## src/rtl/z_axil_gpio_timer_pkg.sv

```systemverilog
// Shared constants and helpers for the AXI4-Lite GPIO/timer block.
package z_axil_pkg;

   localparam int unsigned REG_WIDTH = 32;
   localparam int unsigned OFF_WIDTH = 5;

   localparam logic [1:0] RESP_OKAY   = 2'b00;
   localparam logic [1:0] RESP_SLVERR = 2'b10;

   localparam logic [OFF_WIDTH-1:0] OFF_GPIO_OUT  = 5'h00;
   localparam logic [OFF_WIDTH-1:0] OFF_GPIO_IN   = 5'h04;
   localparam logic [OFF_WIDTH-1:0] OFF_TIMER_CNT = 5'h08;
   localparam logic [OFF_WIDTH-1:0] OFF_TIMER_CMP = 5'h0C;
   localparam logic [OFF_WIDTH-1:0] OFF_STATUS    = 5'h10;
   localparam logic [OFF_WIDTH-1:0] OFF_CTRL      = 5'h14;
   // First unmapped offset; everything from here up answers SLVERR.
   localparam logic [OFF_WIDTH-1:0] OFF_RSVD      = 5'h18;

   localparam int unsigned STATUS_MATCH_BIT = 0;
   localparam int unsigned CTRL_TMR_EN_BIT  = 0;
   localparam int unsigned CTRL_IRQ_EN_BIT  = 1;

   // Merge write data into a 32-bit register value under byte enables.
   function automatic logic [REG_WIDTH-1:0] apply_strb(
      input logic [REG_WIDTH-1:0]   cur,
      input logic [REG_WIDTH-1:0]   nxt,
      input logic [REG_WIDTH/8-1:0] strb
   );
      logic [REG_WIDTH-1:0] res;
      res = cur;
      for (int i = 0; i < int'(REG_WIDTH / 8); i++) begin
         if (strb[i]) res[8*i +: 8] = nxt[8*i +: 8];
      end
      return res;
   endfunction

endpackage

```

## src/rtl/z_axil_gpio_timer_if.sv

```systemverilog
// AXI4-Lite bus bundle between the core-side master and this responder.
interface z_axil_gpio_timer_if #(
   parameter int unsigned ADDR_WIDTH = 32,
   parameter int unsigned DATA_WIDTH = 32,
   parameter int unsigned STRB_WIDTH = DATA_WIDTH / 8
) ();
   logic [ADDR_WIDTH-1:0] aw_addr;
   logic [2:0]            aw_prot;
   logic                  aw_valid;
   logic                  aw_ready;
   logic [DATA_WIDTH-1:0] w_data;
   logic [STRB_WIDTH-1:0] w_strb;
   logic                  w_valid;
   logic                  w_ready;
   logic [1:0]            b_resp;
   logic                  b_valid;
   logic                  b_ready;
   logic [ADDR_WIDTH-1:0] ar_addr;
   logic [2:0]            ar_prot;
   logic                  ar_valid;
   logic                  ar_ready;
   logic [DATA_WIDTH-1:0] r_data;
   logic [1:0]            r_resp;
   logic                  r_valid;
   logic                  r_ready;

   modport master (
      output aw_addr, aw_prot, aw_valid, w_data, w_strb, w_valid, b_ready,
             ar_addr, ar_prot, ar_valid, r_ready,
      input  aw_ready, w_ready, b_resp, b_valid, ar_ready, r_data, r_resp, r_valid
   );

   modport slave (
      input  aw_addr, aw_prot, aw_valid, w_data, w_strb, w_valid, b_ready,
             ar_addr, ar_prot, ar_valid, r_ready,
      output aw_ready, w_ready, b_resp, b_valid, ar_ready, r_data, r_resp, r_valid
   );
endinterface

```

## src/rtl/z_axil_gpio_timer_slave_if.sv

```systemverilog
// AXI4-Lite responder front end: AW/W holding, B/R response registers,
// and a flat single-cycle register access port toward the register file.
module z_axil_slave_if
   import z_axil_pkg::*;
#(
   parameter int unsigned ADDR_WIDTH = 32,
   parameter int unsigned DATA_WIDTH = 32,
   parameter int unsigned STRB_WIDTH = DATA_WIDTH / 8
) (
   input  logic                  clk,
   input  logic                  rst,
   z_axil_gpio_timer_if.slave    bus,
   output logic                  wr_en,
   output logic [ADDR_WIDTH-1:0] wr_addr,
   output logic [DATA_WIDTH-1:0] wr_data,
   output logic [STRB_WIDTH-1:0] wr_strb,
   input  logic                  wr_err,
   output logic                  rd_en,
   output logic [ADDR_WIDTH-1:0] rd_addr,
   input  logic [DATA_WIDTH-1:0] rd_data,
   input  logic                  rd_err
);

   logic                  aw_held;
   logic                  w_held;
   logic [ADDR_WIDTH-1:0] aw_addr_q;
   logic [DATA_WIDTH-1:0] w_data_q;
   logic [STRB_WIDTH-1:0] w_strb_q;
   logic                  b_valid_q;
   logic [1:0]            b_resp_q;
   logic                  r_valid_q;
   logic [DATA_WIDTH-1:0] r_data_q;
   logic [1:0]            r_resp_q;

   logic aw_hs;
   logic w_hs;
   logic unused_prot;

   assign unused_prot = ^{bus.aw_prot, bus.ar_prot};

   assign bus.aw_ready = !aw_held && !b_valid_q;
   assign bus.w_ready  = !w_held && !b_valid_q;
   assign bus.b_valid  = b_valid_q;
   assign bus.b_resp   = b_resp_q;
   assign bus.ar_ready = !r_valid_q;
   assign bus.r_valid  = r_valid_q;
   assign bus.r_data   = r_data_q;
   assign bus.r_resp   = r_resp_q;

   assign aw_hs = bus.aw_valid && bus.aw_ready;
   assign w_hs  = bus.w_valid && bus.w_ready;

   // Commit once address and data are both present, held or arriving now.
   assign wr_en   = (aw_held || aw_hs) && (w_held || w_hs);
   assign wr_addr = aw_held ? aw_addr_q : bus.aw_addr;
   assign wr_data = w_held ? w_data_q : bus.w_data;
   assign wr_strb = w_held ? w_strb_q : bus.w_strb;

   assign rd_en   = bus.ar_valid && !r_valid_q;
   assign rd_addr = bus.ar_addr;

   // Write path: hold AW/W independently, raise B on commit until accepted.
   always_ff @(posedge clk) begin
      if (rst) begin
         aw_held   <= 1'b0;
         w_held    <= 1'b0;
         aw_addr_q <= '0;
         w_data_q  <= '0;
         w_strb_q  <= '0;
         b_valid_q <= 1'b0;
         b_resp_q  <= RESP_OKAY;
      end else begin
         if (aw_hs) aw_addr_q <= bus.aw_addr;
         if (w_hs) begin
            w_data_q <= bus.w_data;
            w_strb_q <= bus.w_strb;
         end
         if (b_valid_q && bus.b_ready) b_valid_q <= 1'b0;
         if (wr_en) begin
            aw_held   <= 1'b0;
            w_held    <= 1'b0;
            b_valid_q <= 1'b1;
            b_resp_q  <= wr_err ? RESP_SLVERR : RESP_OKAY;
         end else begin
            if (aw_hs) aw_held <= 1'b1;
            if (w_hs) w_held <= 1'b1;
         end
      end
   end

   // Read path: capture register data on AR handshake, hold until accepted.
   always_ff @(posedge clk) begin
      if (rst) begin
         r_valid_q <= 1'b0;
         r_data_q  <= '0;
         r_resp_q  <= RESP_OKAY;
      end else if (rd_en) begin
         r_valid_q <= 1'b1;
         r_data_q  <= rd_err ? '0 : rd_data;
         r_resp_q  <= rd_err ? RESP_SLVERR : RESP_OKAY;
      end else if (r_valid_q && bus.r_ready) begin
         r_valid_q <= 1'b0;
      end
   end

endmodule

```

## src/rtl/z_axil_gpio_timer.sv

```systemverilog
// MMIO peripheral: GPIO out/in, free-running 32-bit timer with compare
// match, and a level interrupt, behind an AXI4-Lite responder.
module z_axil_gpio_timer
   import z_axil_pkg::*;
#(
   parameter int unsigned DATA_WIDTH = 32,
   parameter int unsigned ADDR_WIDTH = 32,
   parameter int unsigned STRB_WIDTH = DATA_WIDTH / 8,
   parameter int unsigned GPIO_WIDTH = 8
) (
   input  logic                  clk,
   input  logic                  rst,
   z_axil_gpio_timer_if.slave    bus,
   input  logic [GPIO_WIDTH-1:0] gpio_in,
   output logic [GPIO_WIDTH-1:0] gpio_out,
   output logic                  irq
);

   logic                  wr_en;
   logic [ADDR_WIDTH-1:0] wr_addr;
   logic [DATA_WIDTH-1:0] wr_data;
   logic [STRB_WIDTH-1:0] wr_strb;
   logic                  wr_err;
   logic                  rd_en;
   logic [ADDR_WIDTH-1:0] rd_addr;
   logic [DATA_WIDTH-1:0] rd_data;
   logic                  rd_err;

   logic [GPIO_WIDTH-1:0] gpio_q;
   logic [GPIO_WIDTH-1:0] gpio_s1;
   logic [GPIO_WIDTH-1:0] gpio_s2;
   logic [REG_WIDTH-1:0]  cnt;
   logic [REG_WIDTH-1:0]  cmp;
   logic                  match;
   logic                  tmr_en;
   logic                  irq_en;

   logic [OFF_WIDTH-1:0]  wr_off;
   logic [OFF_WIDTH-1:0]  rd_off;
   logic [REG_WIDTH-1:0]  ctrl_cur;
   logic [REG_WIDTH-1:0]  gpio_merged;
   logic [REG_WIDTH-1:0]  cnt_merged;
   logic [REG_WIDTH-1:0]  cmp_merged;
   logic [REG_WIDTH-1:0]  ctrl_merged;
   logic                  match_clr;
   logic                  unused_bits;

   z_axil_slave_if #(
      .ADDR_WIDTH (ADDR_WIDTH),
      .DATA_WIDTH (DATA_WIDTH),
      .STRB_WIDTH (STRB_WIDTH)
   ) u_slave (
      .clk     (clk),
      .rst     (rst),
      .bus     (bus),
      .wr_en   (wr_en),
      .wr_addr (wr_addr),
      .wr_data (wr_data),
      .wr_strb (wr_strb),
      .wr_err  (wr_err),
      .rd_en   (rd_en),
      .rd_addr (rd_addr),
      .rd_data (rd_data),
      .rd_err  (rd_err)
   );

   // Word offsets: only addr[4:2] select a register.
   assign wr_off = {wr_addr[4:2], 2'b00};
   assign rd_off = {rd_addr[4:2], 2'b00};
   assign wr_err = (wr_off >= OFF_RSVD);
   assign rd_err = (rd_off >= OFF_RSVD);

   assign gpio_out = gpio_q;
   assign irq      = match && irq_en;

   assign unused_bits = ^{wr_addr, rd_addr, rd_en, ctrl_merged};

   // Byte-merged next values for each writable register.
   always_comb begin
      ctrl_cur                  = '0;
      ctrl_cur[CTRL_TMR_EN_BIT] = tmr_en;
      ctrl_cur[CTRL_IRQ_EN_BIT] = irq_en;
      gpio_merged = apply_strb(REG_WIDTH'(gpio_q), REG_WIDTH'(wr_data), wr_strb);
      cnt_merged  = apply_strb(cnt, REG_WIDTH'(wr_data), wr_strb);
      cmp_merged  = apply_strb(cmp, REG_WIDTH'(wr_data), wr_strb);
      ctrl_merged = apply_strb(ctrl_cur, REG_WIDTH'(wr_data), wr_strb);
      match_clr   = wr_en && (wr_off == OFF_STATUS) && wr_strb[0] &&
                    wr_data[STATUS_MATCH_BIT];
   end

   // Read mux over current register state (pre-commit values).
   always_comb begin
      rd_data = '0;
      case (rd_off)
         OFF_GPIO_OUT:  rd_data = DATA_WIDTH'(gpio_q);
         OFF_GPIO_IN:   rd_data = DATA_WIDTH'(gpio_s2);
         OFF_TIMER_CNT: rd_data = DATA_WIDTH'(cnt);
         OFF_TIMER_CMP: rd_data = DATA_WIDTH'(cmp);
         OFF_STATUS:    rd_data[STATUS_MATCH_BIT] = match;
         OFF_CTRL:      rd_data = DATA_WIDTH'(ctrl_cur);
         default:       rd_data = '0;
      endcase
   end

   // Register file, input synchroniser and timer.
   always_ff @(posedge clk) begin
      if (rst) begin
         gpio_q  <= '0;
         gpio_s1 <= '0;
         gpio_s2 <= '0;
         cnt     <= '0;
         cmp     <= '0;
         match   <= 1'b0;
         tmr_en  <= 1'b0;
         irq_en  <= 1'b0;
      end else begin
         gpio_s1 <= gpio_in;
         gpio_s2 <= gpio_s1;

         if (wr_en && (wr_off == OFF_GPIO_OUT)) gpio_q <= GPIO_WIDTH'(gpio_merged);
         if (wr_en && (wr_off == OFF_TIMER_CMP)) cmp <= cmp_merged;

         if (wr_en && (wr_off == OFF_TIMER_CNT)) cnt <= cnt_merged;
         else if (tmr_en) cnt <= cnt + REG_WIDTH'(1);

         // A new match outranks a simultaneous W1C.
         if (tmr_en && (cnt == cmp)) match <= 1'b1;
         else if (match_clr) match <= 1'b0;

         if (wr_en && (wr_off == OFF_CTRL)) begin
            tmr_en <= ctrl_merged[CTRL_TMR_EN_BIT];
            irq_en <= ctrl_merged[CTRL_IRQ_EN_BIT];
         end
      end
   end

endmodule

```

## src/flat_wrapper.sv

```systemverilog
// flat-port wrapper written by rule: the top's interface ports become plain ports
module z_axil_gpio_timer_flat import z_axil_pkg::*;
#(
   parameter int unsigned DATA_WIDTH = 32,
   parameter int unsigned ADDR_WIDTH = 32,
   parameter int unsigned STRB_WIDTH = DATA_WIDTH / 8,
   parameter int unsigned GPIO_WIDTH = 8
)
  (clk, rst, gpio_in, gpio_out, irq, bus_aw_addr, bus_aw_prot, bus_aw_valid, bus_w_data, bus_w_strb, bus_w_valid, bus_b_ready, bus_ar_addr, bus_ar_prot, bus_ar_valid, bus_r_ready, bus_aw_ready, bus_w_ready, bus_b_resp, bus_b_valid, bus_ar_ready, bus_r_data, bus_r_resp, bus_r_valid);
  z_axil_gpio_timer_if #(.ADDR_WIDTH(ADDR_WIDTH), .DATA_WIDTH(DATA_WIDTH), .STRB_WIDTH(STRB_WIDTH)) bus_i ();
  input  logic clk;
  input  logic rst;
  input  logic [GPIO_WIDTH-1:0] gpio_in;
  output logic [GPIO_WIDTH-1:0] gpio_out;
  output logic irq;
  input wire logic [$bits(bus_i.aw_addr)-1:0] bus_aw_addr;
  input wire logic [$bits(bus_i.aw_prot)-1:0] bus_aw_prot;
  input wire logic [$bits(bus_i.aw_valid)-1:0] bus_aw_valid;
  input wire logic [$bits(bus_i.w_data)-1:0] bus_w_data;
  input wire logic [$bits(bus_i.w_strb)-1:0] bus_w_strb;
  input wire logic [$bits(bus_i.w_valid)-1:0] bus_w_valid;
  input wire logic [$bits(bus_i.b_ready)-1:0] bus_b_ready;
  input wire logic [$bits(bus_i.ar_addr)-1:0] bus_ar_addr;
  input wire logic [$bits(bus_i.ar_prot)-1:0] bus_ar_prot;
  input wire logic [$bits(bus_i.ar_valid)-1:0] bus_ar_valid;
  input wire logic [$bits(bus_i.r_ready)-1:0] bus_r_ready;
  output wire logic [$bits(bus_i.aw_ready)-1:0] bus_aw_ready;
  output wire logic [$bits(bus_i.w_ready)-1:0] bus_w_ready;
  output wire logic [$bits(bus_i.b_resp)-1:0] bus_b_resp;
  output wire logic [$bits(bus_i.b_valid)-1:0] bus_b_valid;
  output wire logic [$bits(bus_i.ar_ready)-1:0] bus_ar_ready;
  output wire logic [$bits(bus_i.r_data)-1:0] bus_r_data;
  output wire logic [$bits(bus_i.r_resp)-1:0] bus_r_resp;
  output wire logic [$bits(bus_i.r_valid)-1:0] bus_r_valid;
  assign bus_i.aw_addr = bus_aw_addr;
  assign bus_i.aw_prot = bus_aw_prot;
  assign bus_i.aw_valid = bus_aw_valid;
  assign bus_i.w_data = bus_w_data;
  assign bus_i.w_strb = bus_w_strb;
  assign bus_i.w_valid = bus_w_valid;
  assign bus_i.b_ready = bus_b_ready;
  assign bus_i.ar_addr = bus_ar_addr;
  assign bus_i.ar_prot = bus_ar_prot;
  assign bus_i.ar_valid = bus_ar_valid;
  assign bus_i.r_ready = bus_r_ready;
  assign bus_aw_ready = bus_i.aw_ready;
  assign bus_w_ready = bus_i.w_ready;
  assign bus_b_resp = bus_i.b_resp;
  assign bus_b_valid = bus_i.b_valid;
  assign bus_ar_ready = bus_i.ar_ready;
  assign bus_r_data = bus_i.r_data;
  assign bus_r_resp = bus_i.r_resp;
  assign bus_r_valid = bus_i.r_valid;
  z_axil_gpio_timer #(.DATA_WIDTH(DATA_WIDTH), .ADDR_WIDTH(ADDR_WIDTH), .STRB_WIDTH(STRB_WIDTH), .GPIO_WIDTH(GPIO_WIDTH)) u_core (.clk(clk), .rst(rst), .bus(bus_i), .gpio_in(gpio_in), .gpio_out(gpio_out), .irq(irq));
endmodule
```

## config.mk

```make
export PLATFORM = sky130hd
export DESIGN_NAME = z_axil_gpio_timer_flat
export DESIGN_NICKNAME = d
export VERILOG_FILES = /design/src/rtl/z_axil_gpio_timer_pkg.sv /design/src/rtl/z_axil_gpio_timer_if.sv /design/src/rtl/z_axil_gpio_timer_slave_if.sv /design/src/rtl/z_axil_gpio_timer.sv /design/src/flat_wrapper.sv
export SDC_FILE = /design/constraint.sdc
export NUM_CORES = 1
export LEC_CHECK = 0
export CORE_UTILIZATION = 29
export DETAILED_ROUTE_END_ITERATION = 10
export GPL_TIMING_DRIVEN = 0
export PLACE_DENSITY_LB_ADDON = 0.08
export SYNTH_ARGS = -nofsm -noshare
export SYNTH_HDL_FRONTEND = slang
export SYNTH_SLANG_ARGS = --single-unit
```

## constraint.sdc

```tcl
create_clock -name clk -period 3.3 [get_ports clk]
set_input_delay 0.99 -clock clk [delete_from_list [all_inputs] [get_ports clk]]
set_output_delay 0.99 -clock clk [all_outputs]
set_load 0.01 [all_outputs]
```

==> run summary <==
The delay of the slowest cell on the worst path came out at between 0.5 and 0.6 ns. The count of final max-slew check failures came out at 0. The global-route met3 utilization came out at 0.0372.

On the final layout, the worst clock skew is around 0.012 ns. The post-synthesis instance total came out at 935. The area growth from synthesis to layout came out at 25.8%. The detail-routed net length per standard cell is roughly 20 microns. IR analysis of the VDD net gives a maximum drop of 0.000243 V.

The maximum fanout along the worst path came out at 10. The flow ran to the end, and the final reports show no timing, DRC or antenna violations. No sink is reached through more buffers than the 2 on the longest clock path. The final antenna-violating net count came out at 0. The HPWL after detailed placement is 21600 microns.

The routability congestion estimate from global placement is just under 0.9. The data required time of the worst path came out at ~3.6 ns. In the global route stage, overall resource usage came out at 0.203. The maximum number of pins on one net before global-route repair is 20. The flop and latch count out of synthesis came out at roughly 170. The final critical path time including I/O delays and setup came out at between 3 and 4 ns. The wire length of the first global-routing pass came out at ~44000 microns. The post-cts sizing count is 0. The clock edge transition at the registers on the reported setup and hold paths is about 0.07 ns. met1 is the most crowded layer. The number of vias per cell after detailed routing is slightly above 5. By startpoint and endpoint, the worst setup path is classified as primary input to flop.

The timing-limited maximum frequency is around 310 MHz. STA classifies the critical path startpoint as a primary input. In this run, distinct cell masters in the synthesized netlist total ~70. In the global route stage, met2 resource usage came out at 0.291. The total power density per cell area is between 400 and 500 nW/um^2. Summed over all cells, the static leakage comes to ~3.4 nW.

In this run the horizontal extent of the chip is ~170 microns. The die covers about 29000 sq um. Of all flip-flops after synthesis, the portion carrying an async set or reset was 0. The share of the yosys chip area belonging to registers is 0.411. The area occupied by multi-input gates came out at ~4500 sq um. The die is 170 microns tall.

The area of the mapped netlist is just over 8000 sq um. The fraction of final layout cells with drive strength greater than 1 came out at 0.0916. Setup repair after global routing left no endpoint under its margin. The number of global-route vias before repair came out at 7093.

The Yosys warning count came out at 0. The maximum level of the CTS H-tree came out at 4. The total negative slack for setup checks came out at 0 ns. The initial antenna violation count is 0.

The count of antenna diodes in the layout came out at 0. During placement, the flow inserted port buffers numbering between 100 and 150. The standard cell core area is approximately 28000 sq um. The final-stage net count came out at roughly 1.2k. The clock root buffer is sky130_fd_sc_hd__clkbuf_16. The final layout contains routed wiring with a total length of around 29000 microns. Across the whole layout, storage elements account for 3360 sq um. The instance area after placement is just under 10000 sq um.

By instance count, the leading cell after synthesis is sky130_fd_sc_hd__dfxtp_1. For this configuration, the core starts out at a cell density of 0.294. Of the post-synthesis cell area, the dominant cell type holds 0.411. The DRC marker count from the first detailed-route iteration came out at roughly 500. TritonCTS created 17 clock buffers. The TritonCTS sink count came out at between 150 and 200. The total of fill cells in the finished design is between 2k and 3k. After synthesis, the most frequently instantiated cells are 168 x sky130_fd_sc_hd__dfxtp_1, 107 x sky130_fd_sc_hd__nor2_1, 98 x sky130_fd_sc_hd__nand2_1. STA puts the critical path data arrival time at about 3.5 ns. For this run, global-route usage on met1 was measured as 0.297. Sorting the synthesized cells by area gives the leading types as sky130_fd_sc_hd__dfxtp_1 41%, sky130_fd_sc_hd__mux2i_1 6.4%, sky130_fd_sc_hd__nor2_1 4.9%, sky130_fd_sc_hd__a21oi_1 4.5%, sky130_fd_sc_hd__nand2_1 4.5%. The number of hold violations in the final report came out at 0. The final period utilization is 0.973. The number of flops mapped to enable cells by yosys is 0.

Hold repair after CTS inserted 0 buffers. The I/O pin count came out at between 150 and 200. For the worst-skew pair, the clock arrives at the later sink with an insertion delay of 0.45 ns. STA classifies the critical path endpoint as a flop. In the routed design, unresolved DRC markers number 0. On the critical path, the stage with the largest delay is an instance of sky130_fd_sc_hd__mux2i_4. The finished cells cover approximately 10000 sq um.

The dominant register cell in the synthesized netlist is sky130_fd_sc_hd__dfxtp_1. The cell row count is between 60 and 70. The TritonCTS clock tree is built. Summed over all instances, the cell type with the most area after synthesis is sky130_fd_sc_hd__dfxtp_1. In this run the worst hold path is classified as flop to flop. In this run the mean area of a mapped cell was approximately 9 sq um.

Setup violations remaining at the end of the flow were counted as 0. The transition time of the tightest slew-check pin came out at 0.808 ns. Walking the worst path, the cells encountered are clkdlybuf4s50_1 > mux2i_4 > a2111o_1 > buf_2 > clkbuf_1 > nand4_1 > a21oi_1 > nor3_1. The worst max-slew margin expressed relative to the limit is 0.456. For this block, the via count after detailed routing is between 7k and 8k. The post-CTS setup buffer count is 0. The count of maximum capacitance violations came out at 0. The number of search-and-repair iterations in the first detailed-routing pass is 5. Global routing finished with a remaining overflow of 0.
## worst max-delay path, delay by kind of cell
kind | cells | cell delay (ns)
AOI/OAI and AO/OA | 2 | 0.52
buffers and inverters | 3 | 1.26
muxes | 1 | 0.51
and+or+nand+nor | 2 | 0.23
## placed cells by master, fill, tap and decap left out, types with 5 or more instances in the layout
master	Yosys	routed
sky130_fd_sc_hd__o21ai_0	20	20
sky130_fd_sc_hd__a22oi_1	32	32
sky130_fd_sc_hd__inv_1	7	7
sky130_fd_sc_hd__inv_8	0	5
sky130_fd_sc_hd__nor2b_1	18	18
sky130_fd_sc_hd__dfxtp_1	168	168
sky130_fd_sc_hd__nand2_1	98	98
sky130_fd_sc_hd__xor2_1	5	5
sky130_fd_sc_hd__a211oi_1	28	28
sky130_fd_sc_hd__a31oi_1	5	5
sky130_fd_sc_hd__and2_1	8	8
sky130_fd_sc_hd__a22o_1	24	24
sky130_fd_sc_hd__buf_2	11	11
sky130_fd_sc_hd__and3_1	6	6
sky130_fd_sc_hd__nor2_1	107	107
sky130_fd_sc_hd__a21oi_1	74	74
sky130_fd_sc_hd__nand3_1	25	25
sky130_fd_sc_hd__nand4_1	17	17
sky130_fd_sc_hd__clkdlybuf4s50_1	0	102
sky130_fd_sc_hd__clkbuf_1	54	54
sky130_fd_sc_hd__nor4_1	11	11
sky130_fd_sc_hd__mux4_2	7	7
sky130_fd_sc_hd__clkbuf_16	0	17
sky130_fd_sc_hd__xnor2_1	28	28
sky130_fd_sc_hd__nor3_1	19	19
sky130_fd_sc_hd__mux2i_1	52	49
sky130_fd_sc_hd__mux2_2	20	20
## sequential cells by signal (all words and copies together), names as in the netlist
signal / cells
u_core.u_slave.w_held: 1
u_core.cnt: 32
u_core.u_slave.bus.r_valid: 1
u_core.cmp: 32
u_core.tmr_en: 1
u_core.gpio_s1: 8
u_core.u_slave.bus.b_resp: 1
u_core.gpio_s2: 8
u_core.u_slave.bus.r_data: 32
u_core.match: 1
u_core.irq_en: 1
u_core.u_slave.bus.r_resp: 1
u_core.u_slave.aw_addr_q: 3
u_core.u_slave.aw_held: 1
u_core.u_slave.w_strb_q: 4
u_core.gpio_out: 8
u_core.u_slave.w_data_q: 32
u_core.u_slave.bus.b_valid: 1
## path summary, 6_finish.rpt
kind,startpoint,end,slack [ns],cells past startpoint
worst max-delay path,bus_aw_addr[3],u_core.cnt[20],0.09,8
worst min-delay path,u_core.gpio_s1[2],u_core.gpio_s2[2],0.44,1
worst max register to register,u_core.u_slave.w_held,u_core.cnt[20],0.50,8
worst min register to register,u_core.gpio_s1[2],u_core.gpio_s2[2],0.44,1
## per-stage QoR
stage               cells  hold WS [ns]  setup WS [ns]  power (W)   util
finish               1448         0.441         0.0901    0.00487  0.370
global route         1448         0.462        0.00660    0.00506  0.370
CTS                  1448         0.446         0.0660    0.00491  0.370
detailed placement   1416         0.427         -0.390    0.00286  0.348
global placement     1416         0.428         -0.362    0.00285  0.348
floorplan             936         0.414          0.516    0.00257      -
## power by group
group          leakage (nW)  total (W)  internal, W  switching (W)
Combinational          1.73   0.000672     0.000261       0.000411
Sequential             1.36    0.00214      0.00209      0.0000445
Clock                 0.290    0.00206      0.00103        0.00103
## cells by family after synthesis
kind of cell,after synthesis,share of synthesized area
multiplexers,80,0.113
buffers and inverters,85,0.0459
other,1,0.000459
AO/OA/AOI/OAI,230,0.193
AND/OR/NAND/NOR,337,0.199
XOR/XNOR,33,0.0353
adder cells (fa/ha/maj),1,0.00153
flip-flops,168,0.411
## metal layers
layer | vias to the layer above | wire [microns]
met5 | - | 0
met4 | 0 | 725
met3 | 46 | 1650
met2 | 251 | 11800
met1 | 3453 | 14300
li1 | 3626 | -
## cell type report
type                    instances  share of cell area
plain buffers                  77              0.0336
clock buffers                  17              0.0414
clock inverters                15              0.0168
inverters                       8             0.00292
multi-input cells             683               0.433
flip-flops and latches        168               0.327
well taps                     378              0.0460
repair buffers                102              0.0993
Note: power is estimated with default switching activity, not from simulation.
